[config.mk]
export PLATFORM = sky130hd
export DESIGN_NAME = fsm_seq_emitter_flat
export DESIGN_NICKNAME = d
export VERILOG_FILES = /design/src/rtl/fsm_seq_emitter_pkg.sv /design/src/rtl/fsm_seq_emitter_if.sv /design/src/rtl/fsm_seq_emitter_rom.sv /design/src/rtl/fsm_seq_emitter.sv /design/src/flat_wrapper.sv
export SDC_FILE = /design/constraint.sdc
export NUM_CORES = 1
export LEC_CHECK = 0
export ABC_AREA = 0
export CORE_ASPECT_RATIO = 2
export CORE_MARGIN = 1.5
export CORE_UTILIZATION = 47
export CTS_CLUSTER_SIZE = 16
export DETAILED_ROUTE_END_ITERATION = 10
export PLACE_DENSITY = 0.74
export SLEW_MARGIN = 40
export SYNTH_ARGS = -nofsm -noshare
export SYNTH_HDL_FRONTEND = slang
export SYNTH_SLANG_ARGS = --single-unit
export TNS_END_PERCENT = 100
[constraint.sdc]
create_clock -name clk -period 2.8 [get_ports clk]
set_input_delay 0.42 -clock clk [delete_from_list [all_inputs] [get_ports clk]]
set_output_delay 0.42 -clock clk [all_outputs]
set_load 0.05 [all_outputs]
[src/rtl/fsm_seq_emitter_pkg.sv]
// Shared constants for the unlock-sequence emitter:
// detector state codes, vector/code tables, emitter state encoding.
package fsm_seq_pkg;

    localparam int NUM_STEPS = 12;

    localparam logic [16:0] S1  = 17'd0;
    localparam logic [16:0] S2  = 17'd200;
    localparam logic [16:0] S3  = 17'd700;
    localparam logic [16:0] S4  = 17'd900;
    localparam logic [16:0] S5  = 17'd1300;
    localparam logic [16:0] S6  = 17'd1800;
    localparam logic [16:0] S7  = 17'd2300;
    localparam logic [16:0] S8  = 17'd2800;
    localparam logic [16:0] S9  = 17'd3100;
    localparam logic [16:0] S10 = 17'd3400;
    localparam logic [16:0] S11 = 17'd3600;
    localparam logic [16:0] S12 = 17'd3800;
    localparam logic [16:0] S13 = 17'd4100;

    // {i1,i2,i3,i4} per step
    localparam logic [3:0] VEC [NUM_STEPS] = '{
        4'b0010, 4'b1001, 4'b0000, 4'b0010,
        4'b0100, 4'b1000, 4'b0001, 4'b0000,
        4'b0001, 4'b0010, 4'b1000, 4'b0000
    };

    // detector code once each step's vector is consumed
    localparam logic [16:0] CODE [NUM_STEPS] = '{
        S2, S3, S4, S5, S6, S7,
        S8, S9, S10, S11, S12, S13
    };

    localparam logic [1:0] ST_IDLE  = 2'd0;
    localparam logic [1:0] ST_DRIVE = 2'd1;
    localparam logic [1:0] ST_DONE  = 2'd2;

endpackage

[src/rtl/fsm_seq_emitter_if.sv]
// Request/response bundle between a sequence requester
// and the emitter that drives the detector lines.
interface fsm_seq_emitter_if;

    logic        start;
    logic        abort;
    logic        err_en;
    logic [3:0]  err_step;
    logic        o_i1;
    logic        o_i2;
    logic        o_i3;
    logic        o_i4;
    logic        busy;
    logic [3:0]  step_idx;
    logic [16:0] exp_code;
    logic        done;

    modport master (
        output start, abort, err_en, err_step,
        input  o_i1, o_i2, o_i3, o_i4,
        input  busy, step_idx, exp_code, done
    );

    modport slave (
        input  start, abort, err_en, err_step,
        output o_i1, o_i2, o_i3, o_i4,
        output busy, step_idx, exp_code, done
    );

endinterface

[src/rtl/fsm_seq_emitter_rom.sv]
// Step index to {vector, expected code} lookup.
// Out-of-range steps return zeros.
module fsm_seq_rom (
    input  logic [3:0]  i_step,
    output logic [3:0]  o_vec,
    output logic [16:0] o_code
);
    import fsm_seq_pkg::*;

    // table lookup guarded against indices 12..15
    always_comb begin
        o_vec  = '0;
        o_code = '0;
        if (i_step < 4'(NUM_STEPS)) begin
            o_vec  = VEC[i_step];
            o_code = CODE[i_step];
        end
    end

endmodule

[src/rtl/fsm_seq_emitter.sv]
// Drives the 12-vector unlock sequence onto the detector lines,
// with per-step hold, abort and single-step fault injection.
module fsm_seq_emitter #(
    parameter int HOLD_CYCLES = 1
) (
    input  logic        clk,
    input  logic        reset,
    fsm_seq_emitter_if.slave bus
);
    import fsm_seq_pkg::*;

    localparam logic [7:0] HOLD_TC = 8'(HOLD_CYCLES - 1);
    localparam logic [3:0] LAST    = 4'(NUM_STEPS - 1);

    logic [1:0]  r_state, w_nstate;
    logic [3:0]  r_step, w_nstep;
    logic [7:0]  r_hold, w_nhold;
    logic        r_err_en, w_nerr_en;
    logic [3:0]  r_err_step, w_nerr_step;
    logic [3:0]  r_vec;
    logic [16:0] r_code;
    logic        r_busy;
    logic        r_done;
    logic        w_tc;
    logic        w_fault;
    logic [3:0]  w_rom_vec;
    logic [16:0] w_rom_code;

    // lookup is done on the next step so outputs stay aligned to step_idx
    fsm_seq_rom u_rom (
        .i_step (w_nstep),
        .o_vec  (w_rom_vec),
        .o_code (w_rom_code)
    );

    assign w_tc    = (r_hold == HOLD_TC);
    assign w_fault = w_nerr_en && (w_nerr_step == w_nstep);

    // next-state, step, hold counter and fault latch
    always_comb begin
        w_nstate    = r_state;
        w_nstep     = r_step;
        w_nhold     = r_hold;
        w_nerr_en   = r_err_en;
        w_nerr_step = r_err_step;
        unique case (1'b1)
            (r_state == ST_IDLE): begin
                if (!bus.abort && bus.start) begin
                    w_nstate    = ST_DRIVE;
                    w_nstep     = '0;
                    w_nhold     = '0;
                    w_nerr_en   = bus.err_en;
                    w_nerr_step = bus.err_step;
                end
            end
            (r_state == ST_DRIVE): begin
                if (bus.abort) begin
                    w_nstate = ST_IDLE;
                    w_nstep  = '0;
                    w_nhold  = '0;
                end else if (w_tc) begin
                    w_nhold = '0;
                    if (r_step == LAST) begin
                        w_nstate = ST_DONE;
                        w_nstep  = '0;
                    end else begin
                        w_nstep = r_step + 4'd1;
                    end
                end else begin
                    w_nhold = r_hold + 8'd1;
                end
            end
            default: begin
                w_nstate = ST_IDLE;
                w_nstep  = '0;
                w_nhold  = '0;
            end
        endcase
    end

    // state registers and registered detector-facing outputs
    always_ff @(posedge clk or negedge reset) begin
        if (!reset) begin
            r_state    <= ST_IDLE;
            r_step     <= '0;
            r_hold     <= '0;
            r_err_en   <= 1'b0;
            r_err_step <= '0;
            r_vec      <= '0;
            r_code     <= '0;
            r_busy     <= 1'b0;
            r_done     <= 1'b0;
        end else begin
            r_state    <= w_nstate;
            r_step     <= w_nstep;
            r_hold     <= w_nhold;
            r_err_en   <= w_nerr_en;
            r_err_step <= w_nerr_step;
            r_busy     <= (w_nstate == ST_DRIVE);
            r_done     <= (w_nstate == ST_DONE);
            if (w_nstate == ST_DRIVE) begin
                r_vec  <= w_fault ? (w_rom_vec ^ 4'b1111) : w_rom_vec;
                r_code <= w_fault ? '0 : w_rom_code;
            end else begin
                r_vec  <= '0;
                r_code <= '0;
            end
        end
    end

    assign {bus.o_i1, bus.o_i2, bus.o_i3, bus.o_i4} = r_vec;
    assign bus.busy     = r_busy;
    assign bus.step_idx = r_step;
    assign bus.exp_code = r_code;
    assign bus.done     = r_done;

endmodule

[src/flat_wrapper.sv]
// flat-port wrapper written by rule: the top's interface ports become plain ports
module fsm_seq_emitter_flat import fsm_seq_pkg::*;
#(
    parameter int HOLD_CYCLES = 1
)
  (clk, reset, bus_start, bus_abort, bus_err_en, bus_err_step, bus_o_i1, bus_o_i2, bus_o_i3, bus_o_i4, bus_busy, bus_step_idx, bus_exp_code, bus_done);
  fsm_seq_emitter_if bus_i ();
  input  logic clk;
  input  logic reset;
  input wire logic [$bits(bus_i.start)-1:0] bus_start;
  input wire logic [$bits(bus_i.abort)-1:0] bus_abort;
  input wire logic [$bits(bus_i.err_en)-1:0] bus_err_en;
  input wire logic [$bits(bus_i.err_step)-1:0] bus_err_step;
  output wire logic [$bits(bus_i.o_i1)-1:0] bus_o_i1;
  output wire logic [$bits(bus_i.o_i2)-1:0] bus_o_i2;
  output wire logic [$bits(bus_i.o_i3)-1:0] bus_o_i3;
  output wire logic [$bits(bus_i.o_i4)-1:0] bus_o_i4;
  output wire logic [$bits(bus_i.busy)-1:0] bus_busy;
  output wire logic [$bits(bus_i.step_idx)-1:0] bus_step_idx;
  output wire logic [$bits(bus_i.exp_code)-1:0] bus_exp_code;
  output wire logic [$bits(bus_i.done)-1:0] bus_done;
  assign bus_i.start = bus_start;
  assign bus_i.abort = bus_abort;
  assign bus_i.err_en = bus_err_en;
  assign bus_i.err_step = bus_err_step;
  assign bus_o_i1 = bus_i.o_i1;
  assign bus_o_i2 = bus_i.o_i2;
  assign bus_o_i3 = bus_i.o_i3;
  assign bus_o_i4 = bus_i.o_i4;
  assign bus_busy = bus_i.busy;
  assign bus_step_idx = bus_i.step_idx;
  assign bus_exp_code = bus_i.exp_code;
  assign bus_done = bus_i.done;
  fsm_seq_emitter #(.HOLD_CYCLES(HOLD_CYCLES)) u_core (.clk(clk), .reset(reset), .bus(bus_i));
endmodule
Word-level counts from Yosys, hierarchy flattened --
Memories as Yosys holds them, arrays and structs flattened. Cells that the tools add are included.
Storage, ports and cells: logic and storage cells 56, flip-flop bits (word level) 42, input bits 9, memories 2, bits in read-only memories 336, output and inout port bits 27
Operators by class: bitwise operators 2, $lt $le $gt $ge 2, multiplexer cells 28, eq/ne operators 6, reductions and logical operators 5, add/sub/neg operators 2
Memories:
- (name not given) | words 16, width 17, rd ports 1, clocked after memory_dff 0, wr ports 0, line fsm_seq_emitter_rom.sv:16 | o_code = CODE[i_step];
- (name not given) | words 16, width 4, rd ports 1, clocked after memory_dff 0, wr ports 0, line fsm_seq_emitter_rom.sv:15 | o_vec = VEC[i_step];
Operator list (number):
- 17-bit 2-to-1 mux | 5
- 4-bit 2-to-1 mux | 11
- 8-bit 2-to-1 mux | 3
- 8-bit one-hot mux with 2 select lines | 1
- 8-bit by 1-bit adder with 8-bit output (second input constant) | 1
- 8-bit logical NOT | 1
- 2-bit 2-to-1 mux | 4
- 4-bit one-hot mux with 2 select lines | 1
- 5-bit >= comparator (second input constant) | 1
- 4-bit inverter with 5-bit output | 1
- 4-bit by 1-bit adder with 4-bit output (second input constant) | 1
- 2-bit by 1-bit equality test with 1-bit output (second input constant) | 2
- 4-bit equality test | 1
- 4-bit equality test (second input constant) | 1
- 4-bit < comparator (second input constant) | 1
- 4-bit inverter | 1
- 2-bit one-hot mux with 2 select lines | 1
- 2-bit equality test (second input constant) | 1
- 1-bit logical AND | 2
- 2-bit logical NOT | 1
- 1-bit 2-to-1 mux | 2
- 2-bit inequality test (second input constant) | 1
- 1-bit logical NOT | 1

Logic depth before layout (Yosys ltp) --
word-level depth 13, gate-level depth with buffers 12, gate-level depth less buffers 12

Cells and area by module --
From an unflattened synthesis, not the netlist that was laid out.
Unflattened totals: cell total of the unflattened synthesis 229, area, all modules 2274.7 um^2
By module, submodules not included:
- fsm_seq_emitter | sequential area each 1051.0 um^2, times used 1, cells an instance 167, area each 1849.3 um^2
- fsm_seq_rom | sequential area each 0.0 um^2, times used 1, cells an instance 62, area each 425.4 um^2

Worst setup path after synthesis --
OpenSTA, ideal clock, no wires.
kind reg2reg, start reg u_core.r_hold[0], end reg u_core.r_vec[1], path buffers 0, data arrival time 2604 ps, slack 75 ps, cell stages (with the launch flop) 12, required time 2679 ps, setup time 121 ps, clock period less this slack 2725 ps, cell sequence dfrtp_1 -> inv_1 -> ha_1 -> or3b_2 -> o21ai_1 -> a21boi_1 -> nor2_1 -> ha_1 -> or3_1 -> a21oi_1 -> or4_1 -> nand2_1
Between the ends: word-level cells in the longest chain between the ends 12, elaborated cells between the ends (all ways) 19, classes of those cells 1 x order compare; 2 x eq/ne; 11 x mux; 2 x bitwise; 2 x reduce/logical; 1 x memory
Ends and longest elaborated chain:
- from (decl) | line fsm_seq_emitter.sv:17 | logic [7:0] r_hold, w_nhold;
- from (signal assigned) | line fsm_seq_emitter.sv:96 | r_hold <= w_nhold;
- 8-bit logical NOT * | line fsm_seq_emitter.sv:36 | assign w_tc = (r_hold == HOLD_TC);
- 4-bit 2-to-1 mux | line fsm_seq_emitter.sv:61 | end else if (w_tc) begin
- 4-bit 2-to-1 mux | line fsm_seq_emitter.sv:57 | if (bus.abort) begin
- 4-bit one-hot mux with 2 select lines | line fsm_seq_emitter.sv:46 | unique case (1'b1)
- 4-bit inverter with 5-bit output (not written as such) | line fsm_seq_emitter_rom.sv:15
- memory 16 x 4 bit
- 4-bit 2-to-1 mux (not written as such) (2 in a row) | line fsm_seq_emitter_rom.sv:15
- 4-bit 2-to-1 mux | line fsm_seq_emitter_rom.sv:14 | if (i_step < 4'(NUM_STEPS)) begin
- 4-bit inverter (no source line)
- 4-bit 2-to-1 mux | line fsm_seq_emitter.sv:102 | r_vec <= w_fault ? (w_rom_vec ^ 4'b1111) : w_rom_vec;
- 4-bit 2-to-1 mux * | line fsm_seq_emitter.sv:101 | if (w_nstate == ST_DRIVE) begin
- to (signal assigned) | line fsm_seq_emitter.sv:102
- to (decl) | line fsm_seq_emitter.sv:20 | logic [3:0] r_vec;
Every way passes the cells marked *; elsewhere a longest branch is shown, timed or not. The select of a mux whose other input is x is not followed. A chain may end at the register's enable or synchronous reset.

Worst setup path after layout --
start reg u_core.r_hold[5], end reg u_core.r_vec[0]
Between the ends: word-level cells in the longest chain between the ends 12, elaborated cells between the ends (all ways) 19, classes of those cells 1 x order compare; 2 x eq/ne; 11 x mux; 2 x bitwise; 2 x reduce/logical; 1 x memory
Ends and longest elaborated chain:
- 8-bit logical NOT * | line fsm_seq_emitter.sv:36
- 4-bit 2-to-1 mux * | line fsm_seq_emitter.sv:61
- 4-bit 2-to-1 mux * | line fsm_seq_emitter.sv:57
- 4-bit one-hot mux with 2 select lines * | line fsm_seq_emitter.sv:46
- named net u_core.u_rom.i_step[0] | line fsm_seq_emitter_rom.sv:4 | input logic [3:0] i_step,
- 4-bit inverter with 5-bit output (not written as such) | line fsm_seq_emitter_rom.sv:15
- memory 16 x 4 bit
- 4-bit 2-to-1 mux (not written as such) (2 in a row) | line fsm_seq_emitter_rom.sv:15
- 4-bit 2-to-1 mux | line fsm_seq_emitter_rom.sv:14
- 4-bit inverter (no source line)
- 4-bit 2-to-1 mux * | line fsm_seq_emitter.sv:102
- 4-bit 2-to-1 mux * | line fsm_seq_emitter.sv:101
The timed path passes the listed nets; every way through them passes the cells marked *. The select of a mux whose other input is x is not followed.

==> metrics.yaml <==
grt_pass1_wl_um: 8220
switching_share: 0.348
hold_start: "u_core.r_err_step[2]"
clock_sinks: 36
syn_area_mm2: 0.00204
clockPowerShare: 0.235
totalPowerFinal_uw: 1450
clockRootBuffer: "clkbuf_8"
avgSynthCellArea_um2: 9.80
relSlewSlack: 0.663
tightestPinTransition_ns: 0.504
synth-edff-count: 0
endpoint: "u_core.r_vec[0]"
tritoncts: "done"
fin_crit_sh: 0.946
insertion_delay_ns: 0.29
synth_cell_types: 58
grt.met1_usage: 0.211
met3_usage: 0.0342
ir_drop_mv: 0.395
cts-buffers-inserted: 5
cp.required_ns: 3.01
crit_path_start: "u_core.r_hold[5]"
dieHeight_um: 96.1
synth_flop_cell: "dfrtp_1"
max_freq_ghz: 0.377
ctsHoldBuffers: 0
crit_type: "reg -> reg"
dp_hpwl_um: 3970
diodes: 0
track_usage: 0.234
seq_power_share: 0.408
p_leak_uw: 0.00126
antenna_left: 0
power_frac_comb: 0.357
cts_max_level: 2
reg2reg_to: "u_core.r_vec[0]"
crit_fanout: 5
async_reset_ff_frac: 1.00
r2r_cells: 11
power.density_mw_per_mm2: 530
clk_pin_slew_worst_paths_ns: 0.06
boundaryPins: 36
r2r_start: "u_core.r_hold[5]"
gp_congestion: 0.910
post-route-drc-count: 0
grt_setup_unrepaired: "yes"
use_met2: 0.458
fillCellCount: 347
yosys_warnings: 0
wl_um: 5040
hold_path.class: "reg -> reg"
cap_violations: 0
viasPerCell: 5.48
synth-seq-cells: 36
grt_overflow_total: 0
die-area_mm2: 0.00476
post-route-util: 0.661
internal_power_uw: 941
final_nets: 293
crit_arrival_ns: 2.86
row_count: 33
reg2reg_slack_ns: 0.15
status: "completed"
setup_viol: 0
drv_slew: 0
portBuffers: 29
setup_slack_ns: 0.151
cts_max_path_buffers: 2
pre_cts_slack_ns: -0.114
ys_seq_area_frac: 0.442
grt_busiest_layer: "met2"
power.net_switching_uw: 504
num_vias: 1798
core_area_mm2: 0.00413
layout_min_cycle_time_ns: 2.65
netlist_instances: 208
wl_per_cell_um: 15.4
cp-start-kind: "register"
hold_slack_ns: 0.527
finalHoldViolations: 0
grt_pass1_vias: 1811
drive_above_1_share: 0.228
die_w_um: 49.6
antenna_found_initial: 0
grt_max_degree: 37
area_growth_pct: 33.8
drt-pass1-iter-count: 4
initial_core_util: 0.494
hold_depth: 2
endpoint_kind: "register"
finalClockSkew_ns: 0.00968
drtIter0Drc: 41
## flip-flops by register name, summed over array words and instances, names as in the netlist
register / count
u_core.r_state: 2
u_core.r_err_step: 4
u_core.r_hold: 8
u_core.bus.done: 1
u_core.r_vec: 4
u_core.bus.exp_code: 11
u_core.bus.busy: 1
u_core.r_err_en: 1
u_core.bus.step_idx: 4
## placed cells by master, fill, tap and decap left out, types with 5 or more instances in the layout
| master | netlist | routed |
|---|---|---|
| nor2_1 | 18 | 17 |
| a21oi_1 | 12 | 11 |
| or3_1 | 5 | 5 |
| o21ai_0 | 13 | 13 |
| clkdlybuf4s50_1 | 0 | 28 |
| buf_4 | 6 | 38 |
| nand4_1 | 5 | 5 |
| nand3_1 | 7 | 6 |
| nand2_1 | 14 | 14 |
| ha_1 | 8 | 8 |
| conb_1 | 1 | 6 |
| dfrtp_1 | 36 | 36 |
| inv_1 | 12 | 12 |
| clkbuf_8 | 0 | 5 |
## kinds of logic (layout without fill, tap and decap cells)
logic type      after synthesis  in the layout  share of synthesized area
simple gates                 78             78                      0.223
mux                           6              6                     0.0307
compound gates               46             46                      0.151
buf+inv                      26             89                     0.0681
flops                        36             36                      0.442
xor+xnor                      7              7                     0.0338
fa+ha+maj                     8              8                     0.0491
other cells                   1              6                    0.00184
## worst min-delay path by stage
| stage | endpoint | slack (ns) |
|---|---|---|
| 2_1_floorplan | u_core.bus.busy | 0.12 |
| 3_3_place_gp | u_core.r_err_step[3] | 0.52 |
| 3_5_place_dp | u_core.r_err_step[2] | 0.52 |
| 4_1_cts | u_core.r_err_step[2] | 0.53 |
| 5_1_grt | u_core.r_err_step[3] | 0.55 |
| 6_report | u_core.r_err_step[2] | 0.53 |
## cell usage after synthesis, types with 4 or more instances
| library cell | instances | area share |
|---|---|---|
| nand4_1 | 5 | 0.015 |
| inv_1 | 12 | 0.022 |
| xor2_1 | 4 | 0.017 |
| nand2_1 | 14 | 0.026 |
| buf_4 | 6 | 0.022 |
| dfrtp_1 | 36 | 0.44 |
| o21ai_0 | 13 | 0.032 |
| and3_1 | 4 | 0.012 |
| or3_1 | 5 | 0.015 |
| nand3_1 | 7 | 0.017 |
| nor2_1 | 18 | 0.033 |
| ha_1 | 8 | 0.049 |
| mux2i_1 | 4 | 0.020 |
| a21oi_1 | 12 | 0.029 |
| nor3_1 | 5 | 0.012 |
## cell type report
cell class	count	area, um2	area share
clock buffer	6	72.6	0.0266
clock inverter	1	5.00	0.00183
inverter	14	55.1	0.0202
multi-input combinational	151	1040	0.381
sequential	36	901	0.330
tap	52	65.1	0.0239
timing repair buffer	68	589	0.216
## timing repair
action	CTS	global route
buffers inserted	0	2
cloned	0	0
setup endpoints to repair	1	14
gates resized for setup	2	6
pin swaps	0	3
## metal layers
metal	vias to the layer above	wire, um
met3	18	134
met5	-	0
met2	48	2950
li1	865	-
met4	0	249
met1	867	1700
## power by group through the flow
stage,Sequential (uW),Clock [uW],Combinational [uW]
2_1_floorplan,688,0,221
3_3_place_gp,597,0,499
3_5_place_dp,600,0,503
4_1_cts,590,354,507
5_1_grt,594,366,560
6_report,590,340,515
## worst max-delay path: stages (launching register included)
cell,delay (ns)
dfrtp_1,0.43
or4_4,0.57
o21ai_2,0.17
a21boi_1,0.11
nor2_2,0.17
buf_6,0.14
inv_1,0.06
ha_1,0.22
mux2i_1,0.14
o2bb2ai_1,0.09
or3_1,0.32
a21oi_2,0.15
## per-stage QoR
step           instances  setup TNS (ns)  instance area (um2)
2_1_floorplan        213               0                 2060
3_3_place_gp         319         -0.0816                 2610
3_5_place_dp         319          -0.455                 2610
4_1_cts              326               0                 2690
5_1_grt              328         -0.0191                 2730
6_report             328               0                 2730
No activity file was read; power rests on OpenSTA's default activity.
